**src/rtl/spi_master_tx_fifo_if.sv**
```systemverilog
// Bus interface for spi_master_tx_fifo.
// Carries the host write port, the fill-level/event status and the
// request/valid/empty handshake toward the SPI master.
// The slave modport is the FIFO's view; master is the view of whoever drives it.
interface spi_master_tx_fifo_if #(
    parameter int data_width_g = 8,
    parameter int depth_g      = 16
);
    localparam int used_w = $clog2(depth_g) + 1;

    // host side
    logic [data_width_g-1:0] din;
    logic                    din_valid;
    logic                    full;
    logic                    almost_full;
    logic [used_w-1:0]       used;
    logic                    overflow;

    // SPI master side
    logic                    fifo_req_data;
    logic [data_width_g-1:0] fifo_din;
    logic                    fifo_din_valid;
    logic                    fifo_empty;
    logic                    underflow;

    modport slave (
        input  din, din_valid, fifo_req_data,
        output full, almost_full, used, overflow,
        output fifo_din, fifo_din_valid, fifo_empty, underflow
    );

    modport master (
        output din, din_valid, fifo_req_data,
        input  full, almost_full, used, overflow,
        input  fifo_din, fifo_din_valid, fifo_empty, underflow
    );
endinterface

```
**src/rtl/spi_master_tx_fifo.sv**
```systemverilog
// spi_master_tx_fifo: transmit-data FIFO feeding the SPI master.
// Circular buffer with separate write/read pointers and an up/down fill
// counter. Reads have a fixed latency of one cycle; every status output is
// registered and reflects the state after the current edge.
// Optional feature: define SPI_TX_FIFO_FLUSH_EN to add a synchronous flush
// input that empties the FIFO and discards same-cycle writes/requests.
module spi_master_tx_fifo #(
    parameter int data_width_g  = 8,
    parameter int depth_g       = 16,
    parameter int almost_full_g = 12
) (
    input  logic clk,
    input  logic rst,           // asynchronous, active low
`ifdef SPI_TX_FIFO_FLUSH_EN
    input  logic flush,
`endif
    spi_master_tx_fifo_if.slave bus
);

    localparam int addr_w = $clog2(depth_g);
    localparam int used_w = addr_w + 1;

    // Storage is deliberately not reset so it can map onto RAM.
    logic [data_width_g-1:0] mem [depth_g];

    logic [addr_w-1:0]       wr_ptr_q, wr_ptr_d;
    logic [addr_w-1:0]       rd_ptr_q, rd_ptr_d;
    logic [used_w-1:0]       used_q, used_d;
    logic                    full_q, full_d;
    logic                    empty_q, empty_d;
    logic                    almost_full_q, almost_full_d;
    logic                    overflow_q, overflow_d;
    logic                    underflow_q, underflow_d;
    logic [data_width_g-1:0] dout_q, dout_d;
    logic                    dout_valid_q, dout_valid_d;

    logic                    flush_w;
    logic                    rd_en;
    logic                    wr_en;

`ifdef SPI_TX_FIFO_FLUSH_EN
    assign flush_w = flush;
`else
    assign flush_w = 1'b0;
`endif

    // Next-state: accept/reject decisions, pointer and count updates, status.
    always_comb begin
        // A request is served only when words are present. A write into a full
        // FIFO is still accepted if a read frees the slot on the same edge.
        // No bypass: a write into an empty FIFO cannot satisfy a same-cycle request.
        rd_en = bus.fifo_req_data && !empty_q && !flush_w;
        wr_en = bus.din_valid && (!full_q || rd_en) && !flush_w;

        wr_ptr_d = wr_ptr_q;
        rd_ptr_d = rd_ptr_q;
        used_d   = used_q;

        if (wr_en) begin
            wr_ptr_d = wr_ptr_q + addr_w'(1);
        end
        if (rd_en) begin
            rd_ptr_d = rd_ptr_q + addr_w'(1);
        end

        case ({wr_en, rd_en})
            2'b10:   used_d = used_q + used_w'(1);
            2'b01:   used_d = used_q - used_w'(1);
            default: used_d = used_q;
        endcase

        if (flush_w) begin
            wr_ptr_d = '0;
            rd_ptr_d = '0;
            used_d   = '0;
        end

        overflow_d  = bus.din_valid && full_q && !rd_en && !flush_w;
        underflow_d = bus.fifo_req_data && empty_q && !flush_w;

        // Output word is captured on the read edge and held otherwise.
        dout_valid_d = rd_en;
        dout_d       = rd_en ? mem[rd_ptr_q] : dout_q;

        full_d        = (used_d == used_w'(depth_g));
        empty_d       = (used_d == '0);
        almost_full_d = (used_d >= used_w'(almost_full_g));
    end

    // Storage write port.
    always_ff @(posedge clk) begin
        if (wr_en) begin
            mem[wr_ptr_q] <= bus.din;
        end
    end

    // State registers; reset discards queued words and cancels pending output.
    always_ff @(posedge clk or negedge rst) begin
        if (!rst) begin
            wr_ptr_q      <= '0;
            rd_ptr_q      <= '0;
            used_q        <= '0;
            full_q        <= 1'b0;
            empty_q       <= 1'b1;
            almost_full_q <= 1'b0;
            overflow_q    <= 1'b0;
            underflow_q   <= 1'b0;
            dout_q        <= '0;
            dout_valid_q  <= 1'b0;
        end else begin
            wr_ptr_q      <= wr_ptr_d;
            rd_ptr_q      <= rd_ptr_d;
            used_q        <= used_d;
            full_q        <= full_d;
            empty_q       <= empty_d;
            almost_full_q <= almost_full_d;
            overflow_q    <= overflow_d;
            underflow_q   <= underflow_d;
            dout_q        <= dout_d;
            dout_valid_q  <= dout_valid_d;
        end
    end

    assign bus.full           = full_q;
    assign bus.almost_full    = almost_full_q;
    assign bus.used           = used_q;
    assign bus.overflow       = overflow_q;
    assign bus.fifo_din       = dout_q;
    assign bus.fifo_din_valid = dout_valid_q;
    assign bus.fifo_empty     = empty_q;
    assign bus.underflow      = underflow_q;

endmodule

```
**src/flat_wrapper.sv**
```systemverilog
// flat-port wrapper written by rule: the top's interface ports become plain ports
module spi_master_tx_fifo_flat 
#(
    parameter int data_width_g  = 8,
    parameter int depth_g       = 16,
    parameter int almost_full_g = 12
)
  (clk, rst, bus_din, bus_din_valid, bus_fifo_req_data, bus_full, bus_almost_full, bus_used, bus_overflow, bus_fifo_din, bus_fifo_din_valid, bus_fifo_empty, bus_underflow);
  spi_master_tx_fifo_if #(.data_width_g(data_width_g), .depth_g(depth_g)) bus_i ();
  input  logic clk;
  input  logic rst;
  input wire logic [$bits(bus_i.din)-1:0] bus_din;
  input wire logic [$bits(bus_i.din_valid)-1:0] bus_din_valid;
  input wire logic [$bits(bus_i.fifo_req_data)-1:0] bus_fifo_req_data;
  output wire logic [$bits(bus_i.full)-1:0] bus_full;
  output wire logic [$bits(bus_i.almost_full)-1:0] bus_almost_full;
  output wire logic [$bits(bus_i.used)-1:0] bus_used;
  output wire logic [$bits(bus_i.overflow)-1:0] bus_overflow;
  output wire logic [$bits(bus_i.fifo_din)-1:0] bus_fifo_din;
  output wire logic [$bits(bus_i.fifo_din_valid)-1:0] bus_fifo_din_valid;
  output wire logic [$bits(bus_i.fifo_empty)-1:0] bus_fifo_empty;
  output wire logic [$bits(bus_i.underflow)-1:0] bus_underflow;
  assign bus_i.din = bus_din;
  assign bus_i.din_valid = bus_din_valid;
  assign bus_i.fifo_req_data = bus_fifo_req_data;
  assign bus_full = bus_i.full;
  assign bus_almost_full = bus_i.almost_full;
  assign bus_used = bus_i.used;
  assign bus_overflow = bus_i.overflow;
  assign bus_fifo_din = bus_i.fifo_din;
  assign bus_fifo_din_valid = bus_i.fifo_din_valid;
  assign bus_fifo_empty = bus_i.fifo_empty;
  assign bus_underflow = bus_i.underflow;
  spi_master_tx_fifo #(.data_width_g(data_width_g), .depth_g(depth_g), .almost_full_g(almost_full_g)) u_core (.clk(clk), .rst(rst), .bus(bus_i));
endmodule
```
**config.mk**
```make
export PLATFORM = sky130hd
export DESIGN_NAME = spi_master_tx_fifo_flat
export DESIGN_NICKNAME = d
export VERILOG_FILES = /design/src/rtl/spi_master_tx_fifo_if.sv /design/src/rtl/spi_master_tx_fifo.sv /design/src/flat_wrapper.sv
export SDC_FILE = /design/constraint.sdc
export NUM_CORES = 1
export LEC_CHECK = 0
export BUFFER_PORTS_ARGS = -buffer_cell sky130_fd_sc_hd__buf_2
export CAP_MARGIN = 25
export CORE_UTILIZATION = 43
export DETAILED_ROUTE_END_ITERATION = 12
export MAX_ROUTING_LAYER = met4
export PLACE_DENSITY = 0.59
export SYNTH_ARGS = -nofsm -noshare
export SYNTH_HDL_FRONTEND = slang
export SYNTH_SLANG_ARGS = --single-unit
```
**constraint.sdc**
```tcl
create_clock -name clk -period 6.7 [get_ports clk]
set_input_delay 1.005 -clock clk [delete_from_list [all_inputs] [get_ports clk]]
set_output_delay 1.005 -clock clk [all_outputs]
set_load 0.005 [all_outputs]
```
==> metrics.md <==
| Metric | Value |
|---|---|
| Power per cell area | 429 nW/um2 |
| Crit path DAT | 4.12 ns |
| Worst slew pin tran | 1.09 ns |
| Global route overflow | 0 |
| Num ports | 31 |
| Syn Area/Cell | 18.6 um2 |
| Share of layout cells above drive strength 1 | 22.2% |
| Status | finished clean |
| Post-route ant nets | 0 |
| Hold WC Path Type | flip-flop to flip-flop |
| Total Wirelength | 11.5 mm |
| Cell Area, Synth | 6280 um2 |
| Pin count of the biggest net entering global routing | 36 |
| Most frequent CP cell | ha_1 |
| Clock Root Buffer | clkbuf_16 |
| Total track usage | 17.6% |
| DR pass1 iterations | 4 |
| RSZ-0062 raised after global routing | false |
| Number of synthesized flops with an enable pin | 128 |
| Commonest cells after routing, fill and taps aside | 128 x edfxtp_1, 30 x buf_2, 26 x nand2_1 |
| Final Power | 3.05 mW |
| Max-Cap Viols | 0 |
| Clk_skew | 0.0113 ns |
| Initial antenna violation count | 0 |
| DRC viols | 0 |
| Lkg Pwr | 2.51 nW |
| GPL Wtd Cong | 0.785 |
| CP endpoint kind | flip-flop |
| Nets@finish | 390 |
| Pins Over Slew Limit | 0 |
| CORE AREA | approximately 14000 um2 |
| CP required | 7.01 ns |
| Worst Path Max Fanout | 21 |
| Buffers & Inverters on Critical Path | 2 |
| Area Overhead vs Synth | 13.2% |
| Post-synthesis sequential area ratio | 72.0% |
| Post-route minimum period | 3.81 ns |
| Mapped Cells | 338 |
| IO buf count | 30 |
| Slowest library cell on the worst path | a21boi_1 |
| CTS tree | built |
| Type of the worst setup path | primary input to flip-flop |
| Largest stage delay, worst path | 0.72 ns |
| Period utilisation layout | 56.9% |
| Vias per inst | between 5 and 6 |
| # hold bufs at CTS | 0 |
| Family with the most delay on the worst path | compound AO/OA/AOI/OAI gates |
| Clock slew at reported path FFs | 0.06 ns |
| Clk buf depth | 2 |
| Commonest non-fill, non-tap cell in the layout | edfxtp_1 |
| Slew headroom | 27.1% |
| Clk_lat worst skew | 0.42 ns |
| DRT iter0 DRCs | about 210 |
| Worst VDD drop | 0.220 mV |
| TritonCTS Sinks | 155 |
| Via Count | approximately 3.0k |
| Synth warnings | 0 |
| Die Y | 123 um |
| Num CTS Buffers | 17 |
| Post-CTS Setup Inserts | 0 |
| Worst-path cell chain | buf_2 -> nand2b_1 -> a21boi_1 -> inv_1 -> ha_1 -> xor2_1 -> ha_1 -> o21ai_1 -> a221oi_1 -> o221ai_1 -> xnor2_2 -> nor4b_1 |
| Vias in the first global route | 3024 |
| Setup TNS | 0 ns |
| Resize count post-CTS | 0 |
| WL/cell | around 20 um |
| Reg2Reg Setup Slack | 3.11 ns |
| Setup violators final | 0 |
| Starting Density | 44.7% |
| Achievable clock frequency | between 200 and 300 MHz |
| Die ar. | 15100 um2 |
| Asr flop ratio synth | 17.4% |
| HPWL Detailed | 7.17 mm |
| Top FF cell, synth | edfxtp_1 |
| Final Hold Viols | 0 |
| Yosys reg bits | 155 |
| Global-route wire length before repair | 17.8 mm |
| CTS H-tree lvls | 4 |
| Synth cell types | 43 |
| Row count | 43 |
| Die Width | about 120 um |
| Syn_nets | 358 |
| Startpoint Class | primary input |
| Diode count | 0 |
[layout make-up]
| type | instances | area (um2) |
|---|---|---|
| clock inverter | 9 | 96.3 |
| multi-input combinational | 158 | 1630 |
| inverter | 5 | 18.8 |
| clock buffer | 23 | 448 |
| timing repair buffer | 33 | 173 |
| tap | 180 | 225 |
| sequential | 155 | 4520 |
| fill | 1130 | 6930 |
[path summary, 6_finish.rpt]
kind | end | depth (start not counted) | from
max in group asynchronous | u_core.rd_ptr_q[2] | 1 | rst
hold reg to reg | u_core.bus.fifo_din[2] | 2 | u_core.bus.fifo_din[2]
min in group asynchronous | u_core.bus.used[0] | 1 | rst
setup / recovery | u_core.bus.full | 12 | bus_fifo_req_data
setup reg to reg | u_core.bus.full | 11 | u_core.bus.fifo_empty
hold / removal | u_core.bus.fifo_din[2] | 2 | u_core.bus.fifo_din[2]
[cells in the mapped netlist (2+ instances only)]
| cell | number | area, um2 |
|---|---|---|
| xor2_1 | 2 | 17.5 |
| buf_2 | 5 | 25.0 |
| nor3_1 | 4 | 20.0 |
| o21ai_0 | 3 | 15.0 |
| mux2_2 | 9 | 101 |
| clkbuf_1 | 6 | 22.5 |
| mux2i_1 | 8 | 80.1 |
| inv_1 | 5 | 18.8 |
| mux4_1 | 17 | 447 |
| ha_1 | 8 | 100 |
| nand2b_1 | 3 | 18.8 |
| a21oi_1 | 3 | 15.0 |
| o21ai_1 | 17 | 85.1 |
| nor2_1 | 15 | 56.3 |
| dfrtp_1 | 26 | 651 |
| xnor2_1 | 9 | 78.8 |
| mux4_2 | 15 | 338 |
| nand4_1 | 2 | 12.5 |
| nand2_1 | 26 | 97.6 |
| buf_1 | 3 | 11.3 |
| nor2b_1 | 2 | 12.5 |
| buf_4 | 2 | 15.0 |
| edfxtp_1 | 128 | 3840 |
[power breakdown]
part           leakage (nW)  total (mW)  switching, mW  internal (mW)
clock                 0.260       0.899          0.356          0.543
sequential             1.48        1.38          0.172           1.20
combinational         0.775       0.771          0.374          0.397
total                  2.51        3.05          0.903           2.14
[stage by stage]
step	cell area [um2]	hold slack, ns	worst slack (ns)	cells	util [%]
after floorplan	6280	0.479	3.39	338	-
after global placement	6570	0.467	2.68	531	46.8
after detailed placement	6570	0.471	2.50	531	46.8
after CTS	7110	0.485	2.91	563	50.6
after global routing	7110	0.512	2.57	563	50.6
final	7110	0.481	2.89	563	50.6
[routing by layer]
layer	global-route usage [%]	vias to the layer above	part of all wire, %
met5	-	-	0
met2	25.6	65	48
met1	23.3	1547	47
li1	-	1389	-
met4	8.16	0	1.9
met3	4.23	16	3.5
[worst min-delay path, delay by kind of cell, from the launching register on]
kind / cells / cell delay (ns)
AOI/OAI and AO/OA: 1 / 0.06
DFF: 1 / 0.33
and+or+nand+nor: 1 / 0.05
[kinds of logic (layout without fill, tap and decap cells)]
kind of cell    count (synthesis)  count (layout)  share of synthesized area, %
compound gates                 31              31                          2.85
xor+xnor                       12              12                          1.79
fa+ha+maj                       8               8                          1.59
buf+inv                        25              70                          2.33
flops                         155             155                          72.0
mux                            49              49                          15.4
simple gates                   58              58                          4.10
[state kept, by name, summed over array words and instances, names as in the netlist]
name                       count
u_core.bus.underflow           1
u_core.bus.fifo_din_valid      1
u_core.rd_ptr_q                4
u_core.bus.used                5
u_core.bus.overflow            1
u_core.wr_ptr_q                4
u_core.bus.full                1
u_core.bus.almost_full         1
u_core.bus.fifo_empty          1
u_core.bus.fifo_din            8
u_core.mem                   128
Power figures use the tool's default switching activity.
